## config.mk

```make
export PLATFORM = sky130hd
export DESIGN_NAME = mem_responder
export DESIGN_NICKNAME = d
export VERILOG_FILES = /design/src/rtl/mem_responder.sv
export SDC_FILE = /design/constraint.sdc
export NUM_CORES = 2
export LEC_CHECK = 0
export BUFFER_PORTS_ARGS = -buffer_cell sky130_fd_sc_hd__buf_2
export CORE_ASPECT_RATIO = 2
export CORE_UTILIZATION = 45
export DETAILED_ROUTE_END_ITERATION = 10
export PLACE_DENSITY = 0.62
export SETUP_SLACK_MARGIN = 0.15
export SYNTH_ARGS = -nofsm -noshare
export SYNTH_HDL_FRONTEND = slang
export SYNTH_SLANG_ARGS = --single-unit
```

## constraint.sdc

```tcl
create_clock -name clk -period 8.6 [get_ports clk]
set_input_delay 1.72 -clock clk [delete_from_list [all_inputs] [get_ports clk]]
set_output_delay 1.72 -clock clk [all_outputs]
set_load 0.005 [all_outputs]
```

## src/rtl/mem_responder.sv

```systemverilog
// rtl/mem_responder.sv - word-organised RAM responder with fixed request-to-response latency
// One request in flight; access is performed on the WAIT->RESP edge, response strobes for one cycle.
module mem_responder #(
  parameter int ADDR_WIDTH = 8,
  parameter int LATENCY    = 2
) (
  input  logic                  clk,
  input  logic                  reset,
  input  logic                  req_valid,
  output logic                  req_ready,
  input  logic                  req_we,
  input  logic [ADDR_WIDTH-1:0] req_addr,
  input  logic [31:0]           req_wdata,
  output logic                  resp_valid,
  output logic [31:0]           resp_rdata,
  output logic                  resp_err
);

  localparam int DEPTH = 1 << (ADDR_WIDTH - 2);

  typedef enum logic [1:0] {S_IDLE, S_WAIT, S_RESP} state_t;

  state_t                state_q, state_d;
  logic [3:0]            cnt_q, cnt_d;
  logic                  we_q, we_d;
  logic [ADDR_WIDTH-1:0] addr_q, addr_d;
  logic [31:0]           wdata_q, wdata_d;
  logic [31:0]           rdata_q, rdata_d;
  logic                  err_q, err_d;
  logic                  mem_we;
  logic [ADDR_WIDTH-3:0] word_idx;

  logic [31:0] mem [DEPTH];

  assign word_idx   = addr_q[ADDR_WIDTH-1:2];
  assign resp_rdata = rdata_q;
  assign resp_err   = err_q;

  always_comb begin
    state_d    = state_q;
    cnt_d      = cnt_q;
    we_d       = we_q;
    addr_d     = addr_q;
    wdata_d    = wdata_q;
    rdata_d    = rdata_q;
    err_d      = err_q;
    mem_we     = 1'b0;
    req_ready  = 1'b0;
    resp_valid = 1'b0;
    case (state_q)
      S_IDLE: begin
        req_ready = 1'b1;
        if (req_valid) begin
          we_d    = req_we;
          addr_d  = req_addr;
          wdata_d = req_wdata;
          cnt_d   = 4'(LATENCY - 1);
          state_d = S_WAIT;
        end
      end
      S_WAIT: begin
        if (cnt_q != 4'd0) begin
          cnt_d = cnt_q - 4'd1;
        end else begin
          state_d = S_RESP;
          // Misaligned accesses never touch memory and return zero data.
          if (addr_q[1:0] != 2'b00) begin
            rdata_d = 32'd0;
            err_d   = 1'b1;
          end else if (we_q) begin
            mem_we  = 1'b1;
            rdata_d = wdata_q;
            err_d   = 1'b0;
          end else begin
            rdata_d = mem[word_idx];
            err_d   = 1'b0;
          end
        end
      end
      S_RESP: begin
        resp_valid = 1'b1;
        state_d    = S_IDLE;
      end
      default: state_d = S_IDLE;
    endcase
  end

  always_ff @(posedge clk) begin
    if (reset) begin
      state_q <= S_IDLE;
      cnt_q   <= 4'd0;
      we_q    <= 1'b0;
      addr_q  <= '0;
      wdata_q <= 32'd0;
      rdata_q <= 32'd0;
      err_q   <= 1'b0;
    end else begin
      state_q <= state_d;
      cnt_q   <= cnt_d;
      we_q    <= we_d;
      addr_q  <= addr_d;
      wdata_q <= wdata_d;
      rdata_q <= rdata_d;
      err_q   <= err_d;
    end
  end

  // Memory is not reset, but a reset on the commit edge must still suppress the write.
  always_ff @(posedge clk) begin
    if (!reset && mem_we) begin
      mem[word_idx] <= wdata_q;
    end
  end

endmodule

```

; ---- After elaboration in Yosys (flattened, before gate mapping)
; Memories as Yosys holds them, arrays and structs flattened. A register that Yosys moved wholly into a read port is not among the register bits.
; Index checks and enable logic that the tools add are counted.
[totals]
register_bits = 80
latchBits = 0
ram_bits = 2048
romBits = 0
in_bits = 44
out_inout_bits = 35
wordCells = 44
memories = 1
[classes]
add_sub_neg = 1
multipliers = 0
n_div = 0
n_lt_le_gt_ge = 0
eq_ne = 5
shifts = 0
n_mux = 19
bitwise = 1
reduce_logical = 10
[mem_list]
columns = memory, words, word_bits, rd, rd_clocked_by_memory_dff, write_ports, line
row1 = mem, 64, 32, 1, 1, 1, 33  ; logic [31:0] mem [DEPTH];
[ops]
columns = cell, count
row1 = $mux 32, 2
row2 = $mux 6, 2
row3 = $mux 1, 9
row4 = $mux 4, 2
row5 = $pmux 4 s2, 1
row6 = $ne 2x2->1 const B, 3
row7 = $reduce_and 2->1, 3
row8 = $mux 2, 2
row9 = $pmux 2 s2, 1
row10 = $reduce_bool 2->1, 2
row11 = $reduce_bool 4->1, 1
row12 = $sub 4x1->4 const B, 1
row13 = $reduce_and 3->1, 1
row14 = $eq 2x1->1 const B, 1
row15 = $eq 2x2->1 const B, 1
row16 = $logic_not 2->1, 1
row17 = $logic_and 1x1->1, 1
row18 = $logic_not 1->1, 1
row19 = $not 1->1, 1

; ---- Longest topological paths before layout
[logic_depth]
word_depth = 7
mapped_depth = 10
mapped_depth_nobuf = 7

; ---- Least setup slack after synthesis
; Ideal clock, no wire load.
[synth_timing]
path_kind = in2reg
start = input port reset
end = memory mem[30][0] (enable)
setup_ns = 0.421
arrival_time_ns = 3.991
path_slack_ns = 4.187
path_stages = 5
path_buffers = 1
cell_sequence = clkbuf_1 nor3_1 and4b_1 nand3_1 nor2_1
[synth_via]
elab_chain_len = 4
[synth_rtl]
columns = element, line
row1 = start: declaration, 8  ; input logic reset,
row2 = $logic_not 1->1, 110  ; if (!reset && mem_we) begin
row3 = $logic_and 1x1->1, 110
row4 = $mux 1, 110
row5 = $mux 1 (implied by the code), 111  ; mem[word_idx] <= wdata_q;
row6 = end: declaration, 33
; No other way between the ends.

==> flow_summary.json <==
{
  "synthesis.area_um2": 81600,
  "dr_total_vias": 40562,
  "number_of_antenna_violations_at_the_first_check_in_global_routing": 15,
  "outcome": "complete, but fails checks",
  "power_mw": 21.3,
  "hold_path_class": "flop to flop",
  "critPathMaxFanout": 95,
  "post_detailed_route_count_of_antenna_violating_nets": 0,
  "dp.cells": 6207,
  "min_period_ps": 4390,
  "synth_enable_flop_cells": 2048,
  "route.detailed.drc": 0,
  "die_x_um": 303,
  "min_delay_path_depth": 2,
  "flow.area_growth_from_synthesis_pct": 11.1,
  "grt_use_total_pct": 25.1,
  "clock_sink_count": 2134,
  "root_buffer": "sky130_fd_sc_hd__clkbuf_16",
  "die_y_um": 604,
  "post-route-period-util_pct": 51.1,
  "post-route-worst-setup-slack_ps": 4210,
  "critical_path.max_stage_delay_ps": 1230,
  "hold_path_end": "wdata_q[2]",
  "maximum_resistive_drop_on_vdd_mv": 0.152,
  "clk-insertion-delay-late_ps": 860,
  "main_area_contributors_after_synthesis": "sky130_fd_sc_hd__edfxtp_1 (75%), sky130_fd_sc_hd__mux4_2 (12%), sky130_fd_sc_hd__dfxtp_1 (2.1%)",
  "worst_pin_slew_ps": 1490,
  "fin_hold_ws_ps": 449,
  "fin_nets": 4105,
  "synth_cell_types": 64,
  "grt_pass1_vias": 40804,
  "routabilityCongestion": 0.948,
  "io-pin-count": 79,
  "ctsHoldBuffers": 0,
  "reg2regPathDepth": 7,
  "max_freq_mhz": 228,
  "violations": "max-capacitance violations, max-slew violations",
  "postSynthAreaPerCell_um2": 20.7,
  "crit_required_ps": 9330,
  "timing.critical_path.from_type": "flop",
  "post_layout_instance_count_excluding_filler_cells": 6530,
  "full_die_area_um2": 183000,
  "worst-setup-path-type": "flop to flop",
  "total_leakage_power_nw": 27.0,
  "syn_nets": 3994,
  "reg2reg_to": "resp_rdata[30]",
  "detailed_place_hpwl_um": 141000,
  "p_per_area_nw_per_um2": 235,
  "initial_utilization_pct": 45.4,
  "synth_common_cells": "sky130_fd_sc_hd__edfxtp_1 (2048), sky130_fd_sc_hd__mux4_2 (427), sky130_fd_sc_hd__a21oi_1 (165)",
  "detail_route.first_pass.iterations": 6,
  "slew_headroom_pct": -0.520,
  "clkSlewWorstSetupHoldPaths_ps": 70,
  "avgViaCountPerCell": 6.21,
  "post-place-ws_ps": 4040,
  "critPathCaptureType": "flop",
  "timing.critical_path.slowest_stage_cell": "sky130_fd_sc_hd__nor4_1",
  "rrSetupSlack_ps": 4210,
  "area_share_of_the_largest_cell_type_after_synthesis_pct": 75.3,
  "drt_wl_total_um": 228000,
  "timing_max_transition_violations_final": 1,
  "netlist_instances": 3949,
  "grt_max_degree": 124,
  "avgRoutedWirePerCell_um": 35.0,
  "post_cts.resized_instances": 0,
  "buffer_ports.inserted": 78,
  "setup-violations-final": 0,
  "worst_ep_arrival_time_ps": 5120,
  "ys.warnings.count": 0,
  "placeableCoreArea_um2": 180000,
  "cts_max_path_buffers": 4,
  "tritoncts.num_buffers": 182,
  "hold_path.startpoint": "wdata_q[2]",
  "grt_first_pass_wirelength_um": 317000,
  "cts_post_setup_buffers_inserted": 0,
  "detailedRoute.firstIterationViolations": 4676,
  "synth_area_leader_cell": "sky130_fd_sc_hd__edfxtp_1",
  "finalSetupTns_ps": 0,
  "cts_tree": "built",
  "hold_violations": 0,
  "crit_path_frequent_cell": "sky130_fd_sc_hd__buf_12",
  "grt.overflow.total": 0,
  "maximum_level_of_the_cts_h_tree": 4,
  "yosys.cell_count.top_type": "sky130_fd_sc_hd__edfxtp_1",
  "rsz0062_at_grt": "no",
  "timing.max_cap.violations": 1,
  "timing.critical_path.cells": "buf_12 > buf_12 > mux4_2 > nor2_1 > nor4_1 > a211oi_1 > a221oi_1",
  "fin_skew_ps": 85.8,
  "synthFlopType": "sky130_fd_sc_hd__edfxtp_1",
  "yosysSeqAreaShare_pct": 77.5,
  "synth.ff_latch_count": 2134,
  "final_layout_size_suffix_gt1_share_pct": 24.6,
  "async_flop_share_pct": 0,
  "rows": 220
}
-- worst max-delay path: cells and delay by family, from the launching register on --
family	cells	cell delay [ps]
and+or+nand+nor	2	1280
buffers and inverters	2	960
DFF	1	790
AOI/OAI and AO/OA	2	430
muxes	1	390
-- cells by family after synthesis --
logic type / synth area share (%)
DFF: 77.5
muxes: 13.9
AOI/OAI and AO/OA: 4.63
and+or+nand+nor: 2.29
buffers and inverters: 1.72
xor gates and xnor gates: 0.0215
adders and majority gates: 0.0153
-- cell usage in the layout, fill, tap and decap left out, types with 16 or more instances in the layout --
master	instances
sky130_fd_sc_hd__a22oi_1	68
sky130_fd_sc_hd__clkinv_1	27
sky130_fd_sc_hd__bufinv_16	19
sky130_fd_sc_hd__a211oi_1	37
sky130_fd_sc_hd__clkbuf_16	185
sky130_fd_sc_hd__clkinv_2	35
sky130_fd_sc_hd__nand2_1	146
sky130_fd_sc_hd__a221oi_1	32
sky130_fd_sc_hd__o211ai_1	24
sky130_fd_sc_hd__dfxtp_1	50
sky130_fd_sc_hd__a31oi_1	16
sky130_fd_sc_hd__nor2_1	56
sky130_fd_sc_hd__nor2_4	64
sky130_fd_sc_hd__dfxtp_2	33
sky130_fd_sc_hd__o21ai_0	73
sky130_fd_sc_hd__buf_2	77
sky130_fd_sc_hd__edfxtp_1	2048
sky130_fd_sc_hd__o221ai_1	23
sky130_fd_sc_hd__o22ai_1	65
sky130_fd_sc_hd__nand2b_1	20
sky130_fd_sc_hd__buf_4	85
sky130_fd_sc_hd__mux4_2	427
sky130_fd_sc_hd__a21oi_1	165
sky130_fd_sc_hd__clkbuf_1	38
sky130_fd_sc_hd__mux2i_1	106
sky130_fd_sc_hd__mux2_2	57
sky130_fd_sc_hd__nor2b_1	31
-- final cells by class --
cell class	count	area, µm²
clock buffer	231	4880
clock inverter	90	935
fill	14178	89100
inverter	6	22.5
sequential	2134	63300
antenna	2	5.00
tap	2331	2920
multi-input combinational	1567	17500
timing repair buffer	169	1160
-- flip-flops by register name (all words and copies together) (netlist names), named ones only --
register    flops
mem          2048
resp_rdata     32
wdata_q        32
addr_q          8
cnt_q           4
state_q         2
resp_err        1
we_q            1
-- worst max-delay path by stage --
stage,startpoint,endpoint,slack [ps],depth (start not counted)
final,flop,resp_rdata[30],4210,7
after floorplan,reset,mem[30][0],4190,5
after global routing,flop,resp_rdata[30],4080,7
after detailed placement,reset,mem[8][19],4040,6
after CTS,flop,resp_rdata[30],4220,7
after global placement,flop,resp_rdata[19],3930,7
-- metal layers --
metal	vias up	part of all wire [%]	wire length (µm)	track usage, %
li1	16634	-	-	-
met1	21579	34	78500	29.6
met2	1870	51	116000	42.2
met3	475	6.2	14100	2.86
met4	4	8.6	19700	18.4
met5	-	0.013	30	0
-- where the power goes --
group,leakage (nW),switching [mW],internal [mW]
registers,19.0,0.105,11.5
clock network,2.85,3.68,4.59
logic,5.12,0.999,0.437
-- through the flow --
stage,utilization (%),instance area (µm²)
floorplan,-,81600
global placement,47.2,84900
detailed placement,47.2,84900
CTS,50.5,90700
global route,50.5,90700
finish,50.5,90700
No activity file was read; power rests on OpenSTA's default activity.
